--- src/rtl/barrel_shifter_pipe.sv ---
// ============================================================================
//  Module      : barrel_shifter_pipe
//  Description : Pipelined valid/ready barrel shifter. Shifts or rotates a
//                WIDTH-bit operand, with the shift levels split across PIPE
//                register slices.
//  Revision    : 1.0 - initial release
// ============================================================================
`default_nettype none

module barrel_shifter_pipe #(
    parameter int WIDTH = 32,
    parameter int PIPE  = 2
) (
    input  logic                     CLK,
    input  logic                     RST,
    input  logic                     IV,
    output logic                     IR,
    input  logic                     LR,
    input  logic                     LA,
    input  logic                     RO,
    input  logic [$clog2(WIDTH)-1:0] W,
    input  logic [WIDTH-1:0]         A,
    output logic                     OV,
    input  logic                     OR,
    output logic [WIDTH-1:0]         Y
);

    localparam int c_lvls = $clog2(WIDTH);

    logic [PIPE-1:0]   r_v;
    logic [PIPE-1:0]   w_ld;
    logic [PIPE-1:0]   w_vin;
    logic [WIDTH-1:0]  w_d_in   [PIPE+1];
    logic [c_lvls-1:0] w_amt_in [PIPE];
    logic              w_lr_in  [PIPE];
    logic              w_la_in  [PIPE];
    logic              w_ro_in  [PIPE];

    // One shift level by a constant distance k (1 .. WIDTH/2).
    function automatic logic [WIDTH-1:0] f_level(
        input logic [WIDTH-1:0] d,
        input int               k,
        input logic             lr,
        input logic             la,
        input logic             ro
    );
        logic [WIDTH-1:0] r;
        if (ro)
            r = lr ? ((d >> k) | (d << (WIDTH - k)))
                   : ((d << k) | (d >> (WIDTH - k)));
        else if (!lr)
            r = d << k;
        else if (la)
            r = $signed(d) >>> k;
        else
            r = d >> k;
        return r;
    endfunction

    assign w_d_in[0]   = A;
    assign w_amt_in[0] = W;
    assign w_lr_in[0]  = LR;
    assign w_la_in[0]  = LA;
    assign w_ro_in[0]  = RO;

    always_comb begin
        w_vin[0] = IV;
        for (int s = 1; s < PIPE; s++)
            w_vin[s] = r_v[s-1];
    end

    // A slice may load when empty or when whatever it holds leaves this cycle;
    // this reduces to ~v[s] | load[s+1], with OR standing in past the last slice.
    always_comb begin : p_ld
        logic w_down;
        w_down = OR;
        for (int s = PIPE - 1; s >= 0; s--) begin
            w_ld[s] = ~r_v[s] | w_down;
            w_down  = w_ld[s];
        end
    end

    always_ff @(posedge CLK) begin
        if (RST) begin
            r_v <= '0;
        end else begin
            for (int s = 0; s < PIPE; s++)
                if (w_ld[s])
                    r_v[s] <= w_vin[s];
        end
    end

    for (genvar s = 0; s < PIPE; s++) begin : g_slice
        localparam int c_lo = (s * c_lvls) / PIPE;
        localparam int c_hi = ((s + 1) * c_lvls) / PIPE;

        logic [WIDTH-1:0] w_d;
        logic [WIDTH-1:0] r_d;

        always_comb begin
            w_d = w_d_in[s];
            for (int i = 0; i < c_lvls; i++)
                if (i >= c_lo && i < c_hi && w_amt_in[s][i])
                    w_d = f_level(w_d, 1 << i, w_lr_in[s], w_la_in[s], w_ro_in[s]);
        end

        always_ff @(posedge CLK) begin
            if (w_ld[s] && w_vin[s])
                r_d <= w_d;
        end

        assign w_d_in[s+1] = r_d;

        // The final slice has no downstream level, so it keeps data only.
        if (s < PIPE - 1) begin : g_ctrl
            logic [c_lvls-1:0] r_amt;
            logic              r_lr;
            logic              r_la;
            logic              r_ro;

            always_ff @(posedge CLK) begin
                if (w_ld[s] && w_vin[s]) begin
                    r_amt <= w_amt_in[s];
                    r_lr  <= w_lr_in[s];
                    r_la  <= w_la_in[s];
                    r_ro  <= w_ro_in[s];
                end
            end

            assign w_amt_in[s+1] = r_amt;
            assign w_lr_in[s+1]  = r_lr;
            assign w_la_in[s+1]  = r_la;
            assign w_ro_in[s+1]  = r_ro;
        end
    end

    assign IR = w_ld[0];
    assign OV = r_v[PIPE-1];
    // Data slices are unreset; masking keeps stale data off Y while OV is low.
    assign Y  = w_d_in[PIPE] & {WIDTH{r_v[PIPE-1]}};

endmodule

`default_nettype wire

--- config.mk ---
export PLATFORM = sky130hd
export DESIGN_NAME = barrel_shifter_pipe
export DESIGN_NICKNAME = d
export VERILOG_FILES = /design/src/rtl/barrel_shifter_pipe.sv
export SDC_FILE = /design/constraint.sdc
export NUM_CORES = 1
export LEC_CHECK = 0
export CORE_ASPECT_RATIO = 2
export CORE_UTILIZATION = 52
export DETAILED_ROUTE_END_ITERATION = 16
export MAX_ROUTING_LAYER = met4
export PLACE_DENSITY = 0.78
export SLEW_MARGIN = 10
export SYNTH_ARGS = -nofsm -noshare
export SYNTH_HDL_FRONTEND = slang
export SYNTH_SLANG_ARGS = --single-unit
--- constraint.sdc ---
create_clock -name CLK -period 2.3 [get_ports CLK]
set_clock_uncertainty 0.1 [all_clocks]
set_input_delay 0.345 -clock CLK [delete_from_list [all_inputs] [get_ports CLK]]
set_output_delay 0.345 -clock CLK [all_outputs]
set_load 0.02 [all_outputs]
==> metrics list <==
- Of the total power, the share spent switching nets is between 20% and 30%.
- In this run, synthesis inferred 70 flip-flops with an integrated enable.
- After synthesis, the share of flip-flops with an asynchronous set or reset is 0%.
- The analysis attributes to cell leakage a power of slightly above 0.003 µW.
- After Yosys synthesis, XOR and XNOR cells account for 0% of the synthesized area.
- Total of max-cap violations: 0
- The die covers 0.01315 mm².
- Hold Fails Final Rpt: 0
- Post-CTS repair changed the size of 0 cells.
* Number of buffers added to fix hold violations after cts: 0
- The min-delay analysis places its worst path in the category primary input to flop.
- The H-tree was split into 3 levels.
- Met2 Wirelength: approximately 11 mm
- Count of routing violations after the opening detailed-route iteration: about 460
- Clock sink count: 72
* Maximum frequency from static timing analysis: between 0.4 and 0.5 GHz
- Port buffering added between 70 and 80 buffers.
- Total wire length after detailed routing: around 19 mm
* Reg2reg path depth: 7
* Largest cells by area after synthesis: sky130_fd_sc_hd__edfxtp_1 (32%), sky130_fd_sc_hd__mux2i_1 (12%), sky130_fd_sc_hd__mux4_2 (7.2%), sky130_fd_sc_hd__a21oi_1 (4.9%), sky130_fd_sc_hd__o21ai_0 (4.9%)
- Worst endpoint data arrival time: ~1.7 ns
- The worst path in the final design needs a cycle of between 2 and 2.5 ns, including I/O delays and setup.
* Routed length on met1: roughly 6.4 mm
* Routed WL per cell: just over 20 µm
* Row Count: 57
* Reg power frac: between 30% and 40%
* Remaining antenna violation count: 0
* Critical path peak fanout: 32
- For this block, the via count after detailed routing is slightly above 6,000.
* Cell chain of the critical path: buf_4 > and2_1 > clkdlybuf4s50_1
* Period Utilization, post-route: a little over 90%
* Leading area contributor after synthesis: sky130_fd_sc_hd__edfxtp_1
- Part of the Yosys area used for sequential elements: roughly 33%
* Starting density of the core: a little over half
* Pin count of the biggest net entering global routing: between 60 and 70
* Adder-cell area share of the yosys netlist: 0%
* Area share of the largest cell type after synthesis: approximately a third
- CP endpoint kind: primary output
- Vias in the first global route: about 5,900
- Yosys instantiated no cell more often than sky130_fd_sc_hd__mux2i_1.
- Setup slack of the worst register-to-register path: 0.24 ns
- Total negative slack for setup checks: 0 ns
- Most used flip-flop cell after synthesis: sky130_fd_sc_hd__edfxtp_1
- After detailed routing, the number of remaining DRC violations is 0.
* Startpoint-to-endpoint class of the critical path: flop to primary output
- Setup violations remaining at the end of the flow were counted as 0.
- Total number of nets in the final design: approximately 830
- The worst register-to-register path begins at g_slice[0].g_ctrl.r_lr.
- The synthesized netlist devotes between 10% and 20% of its cell area to simple gates.
* Combinational family with the most area after synthesis: compound AO/OA/AOI/OAI gates
- CTS tree: done
- The synthesized netlist contains 55 unique library cells.
- Ratio of cells with drive above 1 in the final layout: ~16%
* Setup bufs post-CTS: 0
* Number of flip-flops and latches in the synthesized netlist: 72
* Library cell used as clock root buffer: sky130_fd_sc_hd__clkbuf_16
* Standard cell with the maximum stage delay on the critical path: sky130_fd_sc_hd__clkdlybuf4s50_1
- Wire length of the first global-routing pass: roughly 30 mm
- The worst hold path terminates at g_slice[0].g_ctrl.r_lr.
- Number of pins exceeding their max-slew limit in the final report: 0
- Setup repair after global routing left no endpoint under its margin.
* Mean instance size in the synthesized netlist: around 9.3 µm²
- Vert. Die Dim: between 150 and 200 µm
- Of the total power, the clock network draws about a third.
- The run finished with clean final reports.
* Total congestion overflow: 0
- Maximum clock path buffer count: 2
- Critical path required time: ~1.9 ns
- The wire-length estimate of the detail-placed layout is 15.09 mm.
- In this run the tightest slew margin relative to its limit is 70.33%.
- In this run, the combinational gates consume ~28% of the power.
* Top Family by Delay on Critical Path: buffers and inverters
- Core footprint: 0.01227 mm²
- At the pin with the least slew margin, the transition time is 0.4450 ns.
* Length of the first detailed-routing pass in iterations: 8
- Power density of the placed cells: around 570 mW/mm²
- Counting instances, the worst hold path has a depth of 1.
* Inserted Diodes: 0
- Peak supply drop: roughly 0.43 mV
- In the detailed route, the total length drawn on met3 is ~780 µm.
- Measured along the x axis, the die boundary spans 81.60 µm.
* Area grow syn2layout: 21.36%
- Cell area after synthesis: approximately 0.0066 mm²
- Clk Latency, worst-skew pair: around 0.33 ns
- In the routed layout, each cell is associated on average with a via count of 6.501.
- In the synthesized netlist, the number of instances is 708.
- Multiplexer area fraction after synthesis: approximately 22%
- The worst register-to-register path ends at g_slice[1].r_d[4].
- After clock tree synthesis, the clock-pin slew on the worst setup and hold paths is approximately 0.060 ns.
- For this design the top-level I/O count stands at 78.
* Gp weighted congestion: approximately 0.94
- For this design the total switching power over the nets is approximately 1300 µW.
* Buffers plus inverters on the worst setup path: 2
- Worst slack on hold paths: around 0.34 ns
- The highest layer touched by signal routing is met4.
- Crit path launch type: flop
- The synthesized netlist devotes 24.49% of its cell area to compound gates.
* Largest stage delay on the critical path: around 0.60 ns
- For this run, the number of Yosys warnings is 0.
* Number of nets produced by synthesis: approximately 750
* Ranking of synthesized cells by instance count: sky130_fd_sc_hd__mux2i_1 (79), sky130_fd_sc_hd__nand2_1 (71), sky130_fd_sc_hd__edfxtp_1 (70), sky130_fd_sc_hd__a21oi_1 (65), sky130_fd_sc_hd__o21ai_0 (64)
- The internal power of the cells totals about 3200 µW.
- Tot Pwr: ~4500 µW
- The initial antenna violation count was 0.
- GRT Total Usage: between 30% and 40%
- Clock buffer count from CTS: 9
- HP Start: LR
==> cells in the final DEF, fill, tap and decap left out, types with 5 or more instances in the layout <==
cell / instances
sky130_fd_sc_hd__mux2i_1: 79
sky130_fd_sc_hd__a22oi_1: 22
sky130_fd_sc_hd__o21ai_1: 6
sky130_fd_sc_hd__a211oi_1: 5
sky130_fd_sc_hd__a21oi_1: 65
sky130_fd_sc_hd__mux4_2: 21
sky130_fd_sc_hd__a211oi_2: 7
sky130_fd_sc_hd__edfxtp_1: 70
sky130_fd_sc_hd__clkdlybuf4s50_1: 75
sky130_fd_sc_hd__nor2_1: 50
sky130_fd_sc_hd__o22ai_1: 35
sky130_fd_sc_hd__a21o_1: 9
sky130_fd_sc_hd__and2_1: 35
sky130_fd_sc_hd__nand2b_1: 10
sky130_fd_sc_hd__clkbuf_16: 9
sky130_fd_sc_hd__nor3_1: 6
sky130_fd_sc_hd__buf_12: 12
sky130_fd_sc_hd__o21ai_0: 64
sky130_fd_sc_hd__o21a_1: 7
sky130_fd_sc_hd__nor2b_1: 12
sky130_fd_sc_hd__mux2_2: 13
sky130_fd_sc_hd__buf_4: 44
sky130_fd_sc_hd__inv_1: 5
sky130_fd_sc_hd__nand2_1: 71
==> cell type report <==
type / instances / area (µm²)
well taps: 147 / 183.9
fillers: 1012 / 4269
repair buffers: 133 / 1331
flip-flops and latches: 72 / 2142
clock buffers: 9 / 225.2
clock inverters: 7 / 118.9
inverters: 6 / 22.52
multi-input cells: 565 / 3974
==> worst max path at each step <==
| stage | endpoint | slack [ns] | depth (start not counted) | from |
|---|---|---|---|---|
| 2_1_floorplan | g_slice[0].g_ctrl.r_amt[2] | 0.05 | 3 | r_v[1] |
| 3_3_place_gp | IR | 0.21 | 4 | OR |
| 3_5_place_dp | IR | 0.15 | 4 | OR |
| 4_1_cts | Y[19] | 0.12 | 3 | r_v[1] |
| 5_1_grt | Y[22] | 0.03 | 3 | r_v[1] |
| 6_report | Y[22] | 0.16 | 3 | r_v[1] |
==> state kept, by name (all words and copies together) (netlist names) <==
name and flops:
r_v 2, g_slice.g_ctrl.r_ro 1, g_slice.g_ctrl.r_la 1, g_slice.g_ctrl.r_amt 3, g_slice.r_d 64, g_slice.g_ctrl.r_lr 1
==> power groups by stage <==
| stage | registers (µW) | logic, µW | clock network (µW) |
|---|---|---|---|
| after floorplan | 1670 | 852 | 0 |
| after global placement | 1730 | 1210 | 0 |
| after detailed placement | 1730 | 1230 | 0 |
| after CTS | 1710 | 1240 | 1610 |
| after global routing | 1720 | 1360 | 1650 |
| final | 1710 | 1250 | 1590 |
==> stage by stage <==
step | setup slack (ns) | util, % | std cells | area (µm²)
2_1_floorplan | 0.04719 | - | 708 | 6593
3_3_place_gp | 0.2123 | 62.39 | 923 | 7654
3_5_place_dp | 0.1461 | 62.39 | 923 | 7654
4_1_cts | 0.1157 | 65.20 | 939 | 7998
5_1_grt | 0.03055 | 65.20 | 939 | 7998
6_report | 0.1561 | 65.20 | 939 | 7998
==> cell families (layout without fill, tap and decap cells) <==
| logic type | count (synthesis) | in the layout |
|---|---|---|
| muxes | 114 | 114 |
| buffers and inverters | 71 | 155 |
| DFF | 72 | 72 |
| and+or+nand+nor | 196 | 196 |
| AOI/OAI and AO/OA | 255 | 255 |
==> metal layers <==
layer / vias to the layer above / global-route usage, %
met5: - / -
met4: 0 / 18.26
met3: 68 / 3.107
met2: 282 / 58.18
met1: 2905 / 30.72
li1: 2849 / -
No activity file was read; power rests on OpenSTA's default activity.
